`config.mk`:
```
export PLATFORM = sky130hd
export DESIGN_NAME = dct_quant_seq
export DESIGN_NICKNAME = d
export VERILOG_FILES = /design/src/rtl/dct_quant_seq.sv
export SDC_FILE = /design/constraint.sdc
export NUM_CORES = 1
export LEC_CHECK = 0
export BUFFER_PORTS_ARGS = -buffer_cell sky130_fd_sc_hd__buf_2
export CAP_MARGIN = 0
export CORE_MARGIN = 1
export CORE_UTILIZATION = 50
export CTS_CLUSTER_DIAMETER = 100
export CTS_CLUSTER_SIZE = 40
export DETAILED_ROUTE_END_ITERATION = 6
export PLACE_DENSITY_LB_ADDON = 0.15
export SLEW_MARGIN = 5
export SYNTH_ARGS = -nofsm -noshare
export SYNTH_HDL_FRONTEND = slang
export SYNTH_SLANG_ARGS = --single-unit
```
`constraint.sdc`:
```
create_clock -name clk -period 2.52 [get_ports clk]
set_clock_uncertainty 0.05 [all_clocks]
set_input_delay 0.252 -clock clk [delete_from_list [all_inputs] [get_ports clk]]
set_output_delay 0.252 -clock clk [all_outputs]
set_load 0.01 [all_outputs]
```
`src/rtl/dct_quant_seq.sv`:
```
// Sequencer for an 8x8 block of DCT coefficients. It feeds an external
// reciprocal multiplier and tags the results with index and last-of-block.
module dct_quant_seq #(
  parameter int MULT_LAT = 2
) (
  input  logic        clk,
  input  logic        rst_n,
  input  logic        blk_start,
  input  logic        qt_sel,
  input  logic        coef_valid,
  input  logic [11:0] coef_data,
  output logic        coef_ready,
  input  logic        qt_we,
  input  logic [6:0]  qt_addr,
  input  logic [7:0]  qt_data,
  output logic [11:0] n1,
  output logic [7:0]  n2,
  input  logic [8:0]  dctq,
  output logic        q_valid,
  output logic [8:0]  q_data,
  output logic [5:0]  q_idx,
  output logic        q_last,
  output logic        blk_done,
  output logic        busy
);

  typedef enum logic [1:0] {IDLE, RUN, DRAIN, DONE} state_t;

  state_t      state, state_next;
  logic        sel;
  logic [5:0]  idx;
  logic        accept;
  logic        tag_exit_last;

  logic [7:0]  qt_mem [0:127];

  // Stage 0 lines up with n1/n2; stage MULT_LAT lines up with a valid dctq.
  logic        tag_v    [0:MULT_LAT];
  logic [5:0]  tag_idx  [0:MULT_LAT];
  logic        tag_last [0:MULT_LAT];

  // Tables have no reset so their contents survive an abort.
  always_ff @(posedge clk) begin
    if (qt_we && state == IDLE) begin
      qt_mem[qt_addr] <= qt_data;
    end
  end

  assign busy          = (state != IDLE);
  assign tag_exit_last = tag_v[MULT_LAT] && tag_last[MULT_LAT];

  always_comb begin
    state_next = state;
    coef_ready = 1'b0;
    accept     = 1'b0;
    case (state)
      IDLE: begin
        if (blk_start) state_next = RUN;
      end
      RUN: begin
        coef_ready = 1'b1;
        accept     = coef_valid;
        if (coef_valid && idx == 6'd63) state_next = DRAIN;
      end
      DRAIN: begin
        if (tag_exit_last) state_next = DONE;
      end
      DONE: begin
        state_next = IDLE;
      end
      default: state_next = IDLE;
    endcase
  end

  always_ff @(posedge clk) begin
    if (!rst_n) begin
      state <= IDLE;
      sel   <= 1'b0;
      idx   <= 6'd0;
      n1    <= 12'd0;
      n2    <= 8'd0;
    end else begin
      state <= state_next;
      if (state == IDLE && blk_start) begin
        sel <= qt_sel;
        idx <= 6'd0;
      end
      if (accept) begin
        n1  <= coef_data;
        n2  <= qt_mem[{sel, idx}];
        idx <= idx + 6'd1;
      end
    end
  end

  always_ff @(posedge clk) begin
    if (!rst_n) begin
      for (int i = 0; i <= MULT_LAT; i++) begin
        tag_v[i]    <= 1'b0;
        tag_idx[i]  <= 6'd0;
        tag_last[i] <= 1'b0;
      end
    end else begin
      tag_v[0]    <= accept;
      tag_idx[0]  <= idx;
      tag_last[0] <= (idx == 6'd63);
      for (int i = 1; i <= MULT_LAT; i++) begin
        tag_v[i]    <= tag_v[i-1];
        tag_idx[i]  <= tag_idx[i-1];
        tag_last[i] <= tag_last[i-1];
      end
    end
  end

  always_ff @(posedge clk) begin
    if (!rst_n) begin
      q_valid  <= 1'b0;
      q_data   <= 9'd0;
      q_idx    <= 6'd0;
      q_last   <= 1'b0;
      blk_done <= 1'b0;
    end else begin
      q_valid  <= tag_v[MULT_LAT];
      q_last   <= tag_exit_last;
      blk_done <= (state == DONE);
      if (tag_v[MULT_LAT]) begin
        q_data <= dctq;
        q_idx  <= tag_idx[MULT_LAT];
      end
    end
  end

endmodule

```
==> summary.txt <==
Run status
  • Status: finished, violations left
  • Violated checks: setup timing

Clock tree
  • Reg clk slew, reported paths: 0.15 ns
  • Num CTS Buffers: 35
  • Root Driver: clkbuf_16
  • Max clock buf depth: 3
  • H-tree Lvls: 2
  • Clk sink count: 1095
  • Clk_lat worst skew: 0.63 ns
  • TritonCTS clock tree: yes

Logic synthesis
  • Dominant cell type by area after synthesis: edfxtp_1
  • Top cells by count, synth: 1024 x edfxtp_1, 181 x mux4_2, 154 x mux2i_1
  • Seq cells post-synth: 1095
  • Count leader, synth: edfxtp_1
  • Fraction of registers with async set/reset: 0%
  • Cell count after synthesis: 2228
  • Avg Cell Area, Syn: 19.1 µm²
  • Ranking of synthesized cells by area: edfxtp_1 72%, mux4_2 9.6%, mux2i_1 3.6%
  • Number of synthesized flops with an enable pin: 1024
  • Netlist cell types: 58
  • Synth warn: 0
  • Synth top area share: 72.2%
  • Syn_nets: 2276
  • Post-synth top flop: edfxtp_1
  • Synth Cell Area: 0.0426 mm²
  • Register area share after synthesis: 75.5%

Pwr
  • Cell Pwr Density: 672 mW/mm²
  • Worst VDD drop: 657 µV
  • Pleak: 0.0152 µW

STA
  • Setup slack after layout: -0.243 ns
  • Tcrit/Tclk final: 110%
  • Slew Limit Fails: 0
  • Fmax: 362 MHz
  • Actual slew at the worst max-slew pin: 1.34 ns
  • Hold Vio Cnt, Final: 0
  • Slew headroom: 10.6%
  • Fin crit period: 2.76 ns
  • Unrepaired setup endpoints after global routing: yes
  • Final setup viols: 7

Cells and area
  • Share of layout cells above drive strength 1: 31.1%
  • Final Cell Area: 0.0489 mm²
  • Fill cell count: 6218
  • Area Overhead vs Synth: 14.8%
  • Final net count: 2612

Floorplanning
  • Rows: 106
  • Core Region: 0.0840 mm²
  • Initial Utilization: 50.8%
  • I/O pin total: 82
  • Die W: 294 µm
  • Die area: 0.0864 mm²
  • DIE HEIGHT: 294 µm

Place
  • IO buf count: 81
  • DP Area: 0.0462 mm²
  • Pre-CTS setup slack: -0.361 ns
  • Routability cong.: 0.906
  • Hpwl dp: 67.9 mm

Critical path
  • Slowest-stage cell, CP: a2111oi_0
  • Worst r2r src: idx[0]$_SDFFE_PN0P_
  • Crit path kind: flip-flop to flip-flop
  • CP max FO: 7
  • Cell Chain, Critical Path: buf_4 > clkbuf_16 > buf_4 > mux4_2 > a2111oi_0 > nor4bb_1 > o211ai_1 > o211ai_1
  • Worst Path Arrival: 3.22 ns
  • CP top delay family: compound AO/OA/AOI/OAI gates
  • CP endpoint kind: flip-flop
  • R2R depth: 8
  • Worst endpoint required time: 2.97 ns
  • R2R setup slack: -0.24 ns
  • Startpoint types: flip-flop
  • Buf/Inv on CP: 3
  • Max incr delay on CP: 0.53 ns
  • Critical Path Stages: 8
  • Capturing point of the worst reg2reg path: n2[0]$_SDFFE_PN0P_

Min path
  • Hold path endpoint: qt_mem[38][7]$_DFFE_PP_
  • Hold depth: 1
  • Worst hold path type: input port to flip-flop
  • Worst Min Path Start: qt_data[7]

Global route
  • Grt total ovfl: 0
  • Vias in the first global route: 22200
  • Initial antenna violation count: 8
  • First-pass GRT wire length: 152 mm
  • GRT Resource Usage Total: 24.3%
  • Largest net degree at the start of global routing: 129

Route
  • Vias: 22500
  • Final WL: 106 mm
  • 1st-pass router iterations: 7
  • DRC viols: 0
  • WL per Instance: 28.5 µm
  • Via/cell ratio: 6.05
  • Post-route ant nets: 0
  • DRT iter0 DRCs: 2473

Flow run
  • Max cap viols: 0
==> cells in the final DEF (no fill, tap or decap), types with 7 or more instances in the layout <==
master / instances
buf_4: 260
nand2_1: 93
nor2_2: 40
o21ai_0: 30
clkbuf_16: 42
edfxtp_1: 1024
a31oi_1: 8
mux4_2: 182
dfxtp_1: 68
and2_1: 28
nand3_1: 20
nor2b_1: 22
o211ai_1: 15
buf_16: 7
a21oi_1: 15
nor2_1: 101
buf_12: 33
a211oi_1: 14
dlygate4sd3_1: 28
clkbuf_1: 11
mux2i_1: 139
o221a_2: 7
buf_2: 73
buf_6: 13
mux2i_2: 10
nand4_1: 19
o221ai_1: 17
a22oi_1: 15
a21boi_0: 14
mux2_2: 45
o22ai_1: 42
==> worst reg2reg max path: stages, from the launching register on <==
cell       delay [ns]
dfxtp_4          0.47
buf_4            0.16
clkbuf_16        0.18
buf_4            0.15
mux4_2           0.49
a2111oi_0        0.53
nor4bb_1         0.14
o211ai_1         0.30
o211ai_1         0.18
==> cell families after synthesis <==
family | after synthesis | share of synthesized area, %
flops | 1095 | 75.5
compound gates | 228 | 3.78
mux | 383 | 14.5
buf+inv | 132 | 1.72
simple gates | 384 | 4.29
fa+ha+maj | 6 | 0.176
==> worst max-delay path by stage <==
stage / from / endpoint / slack, ns
3_5_place_dp: state[1]$_SDFFE_PN0P_ / n2[0]$_SDFFE_PN0P_ / -0.36
4_1_cts: idx[0]$_SDFFE_PN0P_ / n2[0]$_SDFFE_PN0P_ / -0.05
2_1_floorplan: state[0]$_SDFFE_PN0P_ / qt_mem[90][0]$_DFFE_PP_ / 0.21
5_1_grt: idx[0]$_SDFFE_PN0P_ / n2[0]$_SDFFE_PN0P_ / -0.20
6_report: idx[0]$_SDFFE_PN0P_ / n2[0]$_SDFFE_PN0P_ / -0.24
3_3_place_gp: state[1]$_SDFFE_PN0P_ / n2[4]$_SDFFE_PN0P_ / -0.40
==> area by class of cell <==
type	instances	area, µm²	area share [%]
sequential	1095	32200	65.8
multi-input combinational	1001	10300	21.1
timing repair buffer	424	3830	7.83
tap	1134	1420	2.90
clock buffer	49	981	2.01
clock inverter	10	134	0.274
inverter	7	26.3	0.0537
antenna	2	5.00	0.0102
==> registers in the layout, summed over array words and instances, names as in the netlist <==
register / flops
blk_done: 1
idx: 6
n1: 12
n2: 8
q_data: 9
q_idx: 6
q_last: 1
q_valid: 1
qt_mem: 1024
sel: 1
state: 2
tag_idx: 18
tag_last: 3
tag_v: 3
==> what timing repair did <==
| action | CTS | global route |
|---|---|---|
| resized for setup | 87 | 90 |
| hold buffers | 28 | 0 |
| endpoints found under the hold margin | 37 | 0 |
| gates cloned | 3 | 5 |
| buffers inserted | 17 | 24 |
| pin swaps | 10 | 19 |
| endpoints found under the setup margin | 61 | 241 |
==> layer usage <==
layer | vias up | track usage (%) | routed length [µm]
met4 | 12 | 6.91 | 3020
li1 | 9652 | - | -
met5 | - | 0 | 79
met3 | 130 | 4.14 | 8040
met1 | 11800 | 34.5 | 44000
met2 | 928 | 38.9 | 51000
==> power breakdown <==
| part | internal [µW] | switching [µW] |
|---|---|---|
| Clock | 2980 | 5250 |
| Combinational | 2100 | 2370 |
| Sequential | 20000 | 152 |
==> stage by stage <==
step	instances	utilization, %	hold slack [ns]	power (µW)	TNS [ns]
2_1_floorplan	2228	-	0.301	22600	0
3_3_place_gp	3584	55.0	0.366	24300	-2.91
3_5_place_dp	3584	55.0	0.368	24300	-2.87
4_1_cts	3691	57.4	0.0429	32700	-0.183
5_1_grt	3722	58.3	0.0625	33700	-0.890
6_report	3722	58.3	0.0617	32900	-0.746
(Power assumes the default switching activity.)
